$ cat config.mk
export PLATFORM = sky130hd
export DESIGN_NAME = ula_seq_flat
export DESIGN_NICKNAME = d
export VERILOG_FILES = /design/src/rtl/ula_pkg.sv /design/src/rtl/ula_seq_if.sv /design/src/rtl/ula_mul_seq.sv /design/src/rtl/ula_seq.sv /design/src/flat_wrapper.sv
export SDC_FILE = /design/constraint.sdc
export NUM_CORES = 1
export LEC_CHECK = 0
export BUFFER_PORTS_ARGS = -buffer_cell sky130_fd_sc_hd__buf_2
export CORE_MARGIN = 3
export CORE_UTILIZATION = 40
export CTS_CLUSTER_SIZE = 25
export DETAILED_ROUTE_END_ITERATION = 8
export GPL_TIMING_DRIVEN = 0
export PLACE_DENSITY = 0.57
export SLEW_MARGIN = 5
export SYNTH_ARGS = -nofsm -noshare
export SYNTH_HDL_FRONTEND = slang
export SYNTH_SLANG_ARGS = --single-unit
$ cat constraint.sdc
create_clock -name clk -period 6.33 [get_ports clk]
set_input_delay 1.5825 -clock clk [delete_from_list [all_inputs] [get_ports clk]]
set_output_delay 1.5825 -clock clk [all_outputs]
set_load 0.01 [all_outputs]
$ cat src/rtl/ula_pkg.sv
// Shared definitions for the sequential ALU: opcodes, FSM states and
// the signed-overflow helper used by the add/sub path.
package ula_pkg;

    localparam int OP_ADD  = 1;
    localparam int OP_ADDI = 2;
    localparam int OP_SUB  = 3;
    localparam int OP_SUBI = 4;
    localparam int OP_MUL  = 5;

    typedef enum logic [1:0] {
        IDLE,
        MUL,
        DONE
    } state_e;

    // sb is the effective sign of the second operand (already inverted
    // for subtraction).
    function automatic logic add_ovf(input logic sa,
                                     input logic sb,
                                     input logic sr);
        return (sa == sb) && (sr != sa);
    endfunction

endpackage

$ cat src/rtl/ula_seq_if.sv
// Request/response bundle of the sequential ALU.
// master: decode side (drives operands, opcode, out_ready).
// slave:  ALU side (drives in_ready, result and flags).
interface ula_seq_if #(
    parameter int WIDTH = 16,
    parameter int OP_W  = 3
);
    logic             in_valid;
    logic             in_ready;
    logic [WIDTH-1:0] A;
    logic [WIDTH-1:0] B;
    logic [OP_W-1:0]  param;
    logic             out_valid;
    logic             out_ready;
    logic [WIDTH-1:0] S;
    logic [WIDTH-1:0] S_hi;
    logic             zero;
    logic             ovf;
    logic             err;

    modport master (
        output in_valid, A, B, param, out_ready,
        input  in_ready, out_valid, S, S_hi, zero, ovf, err
    );

    modport slave (
        input  in_valid, A, B, param, out_ready,
        output in_ready, out_valid, S, S_hi, zero, ovf, err
    );
endinterface

$ cat src/rtl/ula_mul_seq.sv
// Iterative unsigned shift-add multiplier, one step per cycle.
// Ports: clk_i, rst_i, start_i, a_i/b_i magnitudes, busy_o, done_o, prod_o.
module ula_mul_seq #(
    parameter int WIDTH = 16
) (
    input  logic               clk_i,
    input  logic               rst_i,
    input  logic               start_i,
    input  logic [WIDTH-1:0]   a_i,
    input  logic [WIDTH-1:0]   b_i,
    output logic               busy_o,
    output logic               done_o,
    output logic [2*WIDTH-1:0] prod_o
);
    localparam int CNT_W = $clog2(WIDTH + 1);

    logic [CNT_W-1:0]   cnt_q;
    logic               busy_q;
    logic [WIDTH-1:0]   mcand_q;
    logic [2*WIDTH-1:0] prod_q;
    logic [WIDTH:0]     sum;
    logic [2*WIDTH-1:0] prod_d;
    logic               last;

    // Multiplier sits in the low half and is consumed LSB first while
    // partial sums enter the high half; the carry is shifted back in.
    assign sum    = {1'b0, prod_q[2*WIDTH-1:WIDTH]}
                  + (prod_q[0] ? {1'b0, mcand_q} : '0);
    assign prod_d = {sum, prod_q[WIDTH-1:1]};
    assign last   = (cnt_q == CNT_W'(WIDTH - 1));

    // The final product is offered during the last step so the caller
    // can register it on the same edge the step completes.
    assign busy_o = busy_q;
    assign done_o = busy_q && last;
    assign prod_o = prod_d;

    always_ff @(posedge clk_i) begin
        if (rst_i) begin
            busy_q  <= 1'b0;
            cnt_q   <= '0;
            mcand_q <= '0;
            prod_q  <= '0;
        end else if (start_i) begin
            busy_q  <= 1'b1;
            cnt_q   <= '0;
            mcand_q <= a_i;
            prod_q  <= {{WIDTH{1'b0}}, b_i};
        end else if (busy_q) begin
            prod_q <= prod_d;
            cnt_q  <= cnt_q + 1'b1;
            if (last) begin
                busy_q <= 1'b0;
            end
        end
    end
endmodule

$ cat src/rtl/ula_seq.sv
// Sequential ALU: ADD/ADDI/SUB/SUBI in one cycle, signed MUL over WIDTH steps.
// Ports: clk, rst (sync, active high), bus (ula_seq_if slave).
module ula_seq
    import ula_pkg::*;
#(
    parameter int WIDTH = 16,
    parameter int OP_W  = 3
) (
    input  logic      clk,
    input  logic      rst,
    ula_seq_if.slave  bus
);
    state_e             state_q, state_d;
    logic [WIDTH-1:0]   s_q, s_d;
    logic [WIDTH-1:0]   s_hi_q, s_hi_d;
    logic               zero_q, zero_d;
    logic               ovf_q, ovf_d;
    logic               err_q, err_d;
    logic               neg_q, neg_d;

    logic               accept;
    logic               mul_start;
    logic               mul_busy;
    logic               mul_done;
    logic [2*WIDTH-1:0] mul_prod;
    logic [2*WIDTH-1:0] prod_s;
    logic [WIDTH-1:0]   mag_a, mag_b;
    logic [WIDTH-1:0]   add_r, sub_r;

    assign bus.in_ready  = (state_q == IDLE) && !mul_busy;
    assign bus.out_valid = (state_q == DONE);
    assign bus.S         = s_q;
    assign bus.S_hi      = s_hi_q;
    assign bus.zero      = zero_q;
    assign bus.ovf       = ovf_q;
    assign bus.err       = err_q;

    assign accept    = bus.in_valid && bus.in_ready;
    assign mul_start = accept && (bus.param == OP_W'(OP_MUL));

    // Magnitude of the most negative value wraps to itself, which is
    // the correct unsigned magnitude.
    assign mag_a = bus.A[WIDTH-1] ? -bus.A : bus.A;
    assign mag_b = bus.B[WIDTH-1] ? -bus.B : bus.B;
    assign add_r = bus.A + bus.B;
    assign sub_r = bus.A - bus.B;

    assign prod_s = neg_q ? -mul_prod : mul_prod;

    ula_mul_seq #(
        .WIDTH(WIDTH)
    ) u_mul (
        .clk_i  (clk),
        .rst_i  (rst),
        .start_i(mul_start),
        .a_i    (mag_a),
        .b_i    (mag_b),
        .busy_o (mul_busy),
        .done_o (mul_done),
        .prod_o (mul_prod)
    );

    always_ff @(posedge clk) begin
        if (rst) begin
            state_q <= IDLE;
            s_q     <= '0;
            s_hi_q  <= '0;
            zero_q  <= 1'b0;
            ovf_q   <= 1'b0;
            err_q   <= 1'b0;
            neg_q   <= 1'b0;
        end else begin
            state_q <= state_d;
            s_q     <= s_d;
            s_hi_q  <= s_hi_d;
            zero_q  <= zero_d;
            ovf_q   <= ovf_d;
            err_q   <= err_d;
            neg_q   <= neg_d;
        end
    end

    always_comb begin
        state_d = state_q;
        s_d     = s_q;
        s_hi_d  = s_hi_q;
        zero_d  = zero_q;
        ovf_d   = ovf_q;
        err_d   = err_q;
        neg_d   = neg_q;
        case (state_q)
            IDLE: begin
                if (accept) begin
                    state_d = DONE;
                    case (bus.param)
                        OP_W'(OP_ADD), OP_W'(OP_ADDI): begin
                            s_d    = add_r;
                            s_hi_d = {WIDTH{add_r[WIDTH-1]}};
                            zero_d = (add_r == '0);
                            ovf_d  = add_ovf(bus.A[WIDTH-1], bus.B[WIDTH-1],
                                             add_r[WIDTH-1]);
                            err_d  = 1'b0;
                        end
                        OP_W'(OP_SUB), OP_W'(OP_SUBI): begin
                            s_d    = sub_r;
                            s_hi_d = {WIDTH{sub_r[WIDTH-1]}};
                            zero_d = (sub_r == '0);
                            ovf_d  = add_ovf(bus.A[WIDTH-1], ~bus.B[WIDTH-1],
                                             sub_r[WIDTH-1]);
                            err_d  = 1'b0;
                        end
                        OP_W'(OP_MUL): begin
                            neg_d   = bus.A[WIDTH-1] ^ bus.B[WIDTH-1];
                            state_d = MUL;
                        end
                        default: begin
                            s_d    = '0;
                            s_hi_d = '0;
                            zero_d = 1'b1;
                            ovf_d  = 1'b0;
                            err_d  = 1'b1;
                        end
                    endcase
                end
            end
            MUL: begin
                if (mul_done) begin
                    s_d     = prod_s[WIDTH-1:0];
                    s_hi_d  = prod_s[2*WIDTH-1:WIDTH];
                    zero_d  = (prod_s == '0);
                    ovf_d   = (prod_s[2*WIDTH-1:WIDTH]
                               != {WIDTH{prod_s[WIDTH-1]}});
                    err_d   = 1'b0;
                    state_d = DONE;
                end
            end
            DONE: begin
                if (bus.out_ready) begin
                    state_d = IDLE;
                end
            end
            default: state_d = IDLE;
        endcase
    end
endmodule

$ cat src/flat_wrapper.sv
// flat-port wrapper written by rule: the top's interface ports become plain ports
module ula_seq_flat import ula_pkg::*;
#(
    parameter int WIDTH = 16,
    parameter int OP_W  = 3
)
  (clk, rst, bus_in_valid, bus_A, bus_B, bus_param, bus_out_ready, bus_in_ready, bus_out_valid, bus_S, bus_S_hi, bus_zero, bus_ovf, bus_err);
  ula_seq_if #(.WIDTH(WIDTH), .OP_W(OP_W)) bus_i ();
  input  logic clk;
  input  logic rst;
  input wire logic [$bits(bus_i.in_valid)-1:0] bus_in_valid;
  input wire logic [$bits(bus_i.A)-1:0] bus_A;
  input wire logic [$bits(bus_i.B)-1:0] bus_B;
  input wire logic [$bits(bus_i.param)-1:0] bus_param;
  input wire logic [$bits(bus_i.out_ready)-1:0] bus_out_ready;
  output wire logic [$bits(bus_i.in_ready)-1:0] bus_in_ready;
  output wire logic [$bits(bus_i.out_valid)-1:0] bus_out_valid;
  output wire logic [$bits(bus_i.S)-1:0] bus_S;
  output wire logic [$bits(bus_i.S_hi)-1:0] bus_S_hi;
  output wire logic [$bits(bus_i.zero)-1:0] bus_zero;
  output wire logic [$bits(bus_i.ovf)-1:0] bus_ovf;
  output wire logic [$bits(bus_i.err)-1:0] bus_err;
  assign bus_i.in_valid = bus_in_valid;
  assign bus_i.A = bus_A;
  assign bus_i.B = bus_B;
  assign bus_i.param = bus_param;
  assign bus_i.out_ready = bus_out_ready;
  assign bus_in_ready = bus_i.in_ready;
  assign bus_out_valid = bus_i.out_valid;
  assign bus_S = bus_i.S;
  assign bus_S_hi = bus_i.S_hi;
  assign bus_zero = bus_i.zero;
  assign bus_ovf = bus_i.ovf;
  assign bus_err = bus_i.err;
  ula_seq #(.WIDTH(WIDTH), .OP_W(OP_W)) u_core (.clk(clk), .rst(rst), .bus(bus_i));
endmodule
==> metrics.md <==
| Metric | Value |
|---|---|
| Total internal power | `1.109 mW` |
| Sequential cell fraction of total power | `0.369` |
| Average size of a mapped cell | `7.574 sq um` |
| Number of enable flip-flop cells after synthesis | `0` |
| Most used routing layer in global routing | `met2` |
| I/O pin count | `76` |
| Slowest stage delay, CP | `between 0.6 and 0.7 ns` |
| Clock Path Buffers | `2` |
| Sink Count | `roughly 90` |
| Skew-Pair Late Insertion Delay | `approximately 0.36 ns` |
| Startpoint class of the critical path | `input pin` |
| Via-per-instance ratio | `5.635` |
| Power per Cell Area | `188.9 nW/um^2` |
| Cell taking the most area after synthesis | `dfxtp_1` |
| Slew Viols, Final | `0` |
| Net switching share of the total power | `0.3456` |
| Slew at the pin with the worst max-slew slack | `just over 0.9 ns` |
| Max-cap violation count | `0` |
| All-layer global routing usage | `0.2316` |
| Maximum number of pins on one net before global-route repair | `18` |
| Final HPWL DP | `20550 um` |
| Cell types occupying the most area after synthesis | `dfxtp_1 23%, ha_1 8.0%, nor2_1 5.5%` |
| Top FF cell, synth | `dfxtp_1` |
| Initial detailed-routing violation count | `601` |
| Clock transition time at the flip-flop clock pins of the worst setup and hold paths | `around 0.07 ns` |
| Register cell area after layout | `1842 sq um` |
| P_sw | `approximately 0.59 mW` |
| Placeable core region | `19140 sq um` |
| 1st-pass router iterations | `6` |
| H-tree depth | `3` |
| Area taken by multi-input logic gates | `~5700 sq um` |
| Maximum vdd drop | `0.1460 mV` |
| Headroom to the max-slew limit | `0.3806` |
| Number of nets in the synthesized netlist | `1145` |
| Cell count after synthesis | `~1100` |
| Clock period minus final worst setup slack | `5.212 ns` |
| Post-CTS setup buffer count | `0` |
| Commonest non-fill, non-tap cells in the layout | `117 x nor2_1, 92 x dfxtp_1, 77 x nand2_1, 76 x buf_2, 63 x a21oi_1` |
| Timing-limited maximum frequency | `191.9 MHz` |
| Met1 Usage GRT | `0.3258` |
| P_leak | `3.502 nW` |
| Part of the cycle the worst path needs | `0.8233` |
| Vias in the first global route | `7350` |
| Number of gates given a new drive strength after cts | `0` |
| Width of the chip | `147.1 um` |
| Met3 track demand over resource | `0.02622` |
| Post-route ant nets | `0` |
| Unrepaired setup endpoints after global routing | `no` |
| Layout overhead on the synthesized area | `12.63%` |
| First-pass GRT wire length | `40380 um` |
| Combinational fraction of design power | `0.288` |
| Yosys cell types | `71` |
| Total CTS buffers | `9` |
| Remaining Overflow, GRT | `0` |
| Data arrival time of the critical path | `around 5.5 ns` |
| Final wirelength | `25150 um` |
| Cell area after placement | `8658 sq um` |
| Filler cell count | `2039` |
| Number of nets in the finished design | `between 1000 and 1500` |
| Highest-delay cell along the critical path | `o31ai_1` |
| Most frequent standard cell in the layout excluding fill and tap cells | `nor2_1` |
| Residual DRC count | `0` |
| Number of hold buffers added after cts | `0` |
| Mapped cell area | `about 8000 sq um` |
| Initial antenna violation count | `0` |
| Inserted Diodes | `0` |
| Routed wire per std cell | `17.95 um` |
| Kind of path behind the tightest hold check | `reg2reg` |
| Final estimated routing congestion in global placement | `between 0.8 and 0.9` |
| Quantity of I/O buffers inserted on ports | `73` |
| Post-synthesis sequential element count | `92` |
| Fraction of met2 tracks used by global routing | `0.3804` |
| Clock tree from TritonCTS | `done` |
| Kind of critical path | `in2reg` |
| Setup TNS | `0 ns` |
| Cell-by-cell trace of the critical path | `buf_2 > inv_1 > ha_1 > buf_2 > o21ai_0 > a21oi_1 > o21ai_0 > o211a_1 > o31ai_1 > a22oi_1 > o2bb2a_1 > clkbuf_1 > nand2_1 > a21oi_1 > a21o_1` |
| Critical Path Fanout Max | `10` |
| Async SR Flop Fraction | `0` |
| Kind of cell adding the most delay to the critical path | `compound AO/OA/AOI/OAI gates` |
| Total die area | `between 20000 and 25000 sq um` |
| Root buffer cell | `clkbuf_16` |
| Worst Setup End Kind | `register` |
| Starting density of the core | `0.4162` |
| Final number of setup-violating endpoints | `0` |
| Number of vias in the routed layout | `7895` |
| Clock share of power | `0.344` |
| Sequential cell area fraction in the yosys report | `0.2312` |
| Height of the die | `~150 um` |
| Top cell type's share of synthesized area | `0.2312` |
| Result of the run | `finished, final reports clean` |
| WP data required | `6.64 ns` |
| Number of buffer and inverter stages on the critical path | `4` |
| Synth Warn # | `0` |
| Final hold violation count | `0` |
| Post-route design area | `8974 sq um` |
| Standard-cell row count | `50` |
| Proportion of layout cells with a drive suffix above 1 | `0.09816` |
| Clock skew | `between 0.008 and 0.009 ns` |
==> synthesized netlist by cell type (3+ instances only) <==
cell type / count
a2111oi_0: 7
a211o_1: 3
a211oi_1: 41
a21o_1: 9
a21oi_1: 63
a221o_1: 4
a221oi_1: 8
a22oi_1: 3
a311oi_1: 5
a31oi_1: 5
and2_1: 18
and3_1: 5
buf_1: 7
buf_2: 3
clkbuf_1: 54
dfxtp_1: 92
fa_1: 3
ha_1: 51
inv_1: 49
mux2i_1: 35
nand2_1: 77
nand2b_1: 21
nand3_1: 32
nand4_1: 11
nor2_1: 117
nor2b_1: 20
nor3_1: 34
nor3b_1: 5
nor4_1: 12
nor4b_1: 3
o211a_1: 3
o211ai_1: 13
o21a_1: 8
o21ai_0: 52
o21bai_1: 5
o221ai_1: 6
o311ai_0: 3
o31ai_1: 19
o41ai_1: 9
or2_2: 6
or3_1: 7
or4_1: 7
xnor2_1: 50
xor2_1: 34
==> metrics by stage <==
step | util | instances | worst slack, ns | hold slack (ns) | power (mW)
after floorplan | - | 1052 | 1.824 | 0.4317 | 0.9625
after global placement | 0.4523 | 1385 | 0.7904 | 0.4308 | 1.119
after detailed placement | 0.4523 | 1385 | 0.8134 | 0.4349 | 1.119
after CTS | 0.4688 | 1401 | 1.175 | 0.4511 | 1.699
after global routing | 0.4688 | 1401 | 0.7419 | 0.4624 | 1.781
final | 0.4688 | 1401 | 1.118 | 0.4492 | 1.695
==> power groups by stage <==
stage,Clock (mW),Sequential (mW),Combinational (mW)
CTS,0.591,0.625,0.484
detailed placement,0,0.638,0.481
floorplan,0,0.644,0.318
global route,0.612,0.628,0.541
finish,0.583,0.625,0.488
global placement,0,0.638,0.481
==> path summary, 6_finish.rpt <==
path,startpoint,to,slack (ns),cells after the start
hold / removal,u_core.bus.S_hi[7],u_core.bus.S_hi[7],0.45,2
hold reg to reg,u_core.bus.S_hi[7],u_core.bus.S_hi[7],0.45,2
setup / recovery,bus_B[2],u_core.bus.S_hi[15],1.12,15
setup reg to reg,u_core.u_mul.prod_q[0],u_core.bus.ovf,1.66,13
==> routing by layer <==
| metal | wire (um) | share of wire |
|---|---|---|
| met1 | 12240 | 0.49 |
| met5 | 0 | 0 |
| met3 | 1013 | 0.040 |
| met4 | 427 | 0.017 |
| met2 | 11480 | 0.46 |
==> kinds of logic after synthesis <==
logic type | Yosys count | share of synthesized area
AND/OR/NAND/NOR | 383 | 0.2363
AO/OA/AOI/OAI | 290 | 0.2528
buffers and inverters | 113 | 0.05371
flip-flops | 92 | 0.2312
XOR/XNOR | 85 | 0.09438
adder cells (fa/ha/maj) | 54 | 0.08763
multiplexers | 35 | 0.04397
==> sequential cells by signal, indices dropped and copies added (netlist names) <==
register	cells
u_core.bus.S_hi	16
u_core.neg_q	1
u_core.bus.err	1
u_core.u_mul.cnt_q	5
u_core.bus.zero	1
u_core.u_mul.mcand_q	16
u_core.u_mul.busy_o	1
u_core.state_q	2
u_core.bus.ovf	1
u_core.bus.S	16
u_core.u_mul.prod_q	32
==> layout make-up <==
class,instances,share of cell area
Timing Repair Buffer,73,0.04071
Multi-Input combinational cell,847,0.6350
Clock inverter,6,0.008505
Sequential cell,92,0.2052
Buffer,64,0.02719
Inverter,49,0.02050
Tap cell,260,0.03625
Clock buffer,10,0.02663
==> worst register-to-register path, stage by stage, from the launching register on <==
cell	delay [ns]
dfxtp_1	0.44
clkbuf_1	0.27
nand2_1	0.17
fa_1	0.45
nand2b_1	0.20
a211o_1	0.32
a211oi_2	0.45
o211ai_1	0.35
or4_1	0.60
o41ai_1	0.33
xor2_1	0.19
or4_1	0.54
mux2i_1	0.14
a31oi_1	0.09
Power figures use the tool's default switching activity.
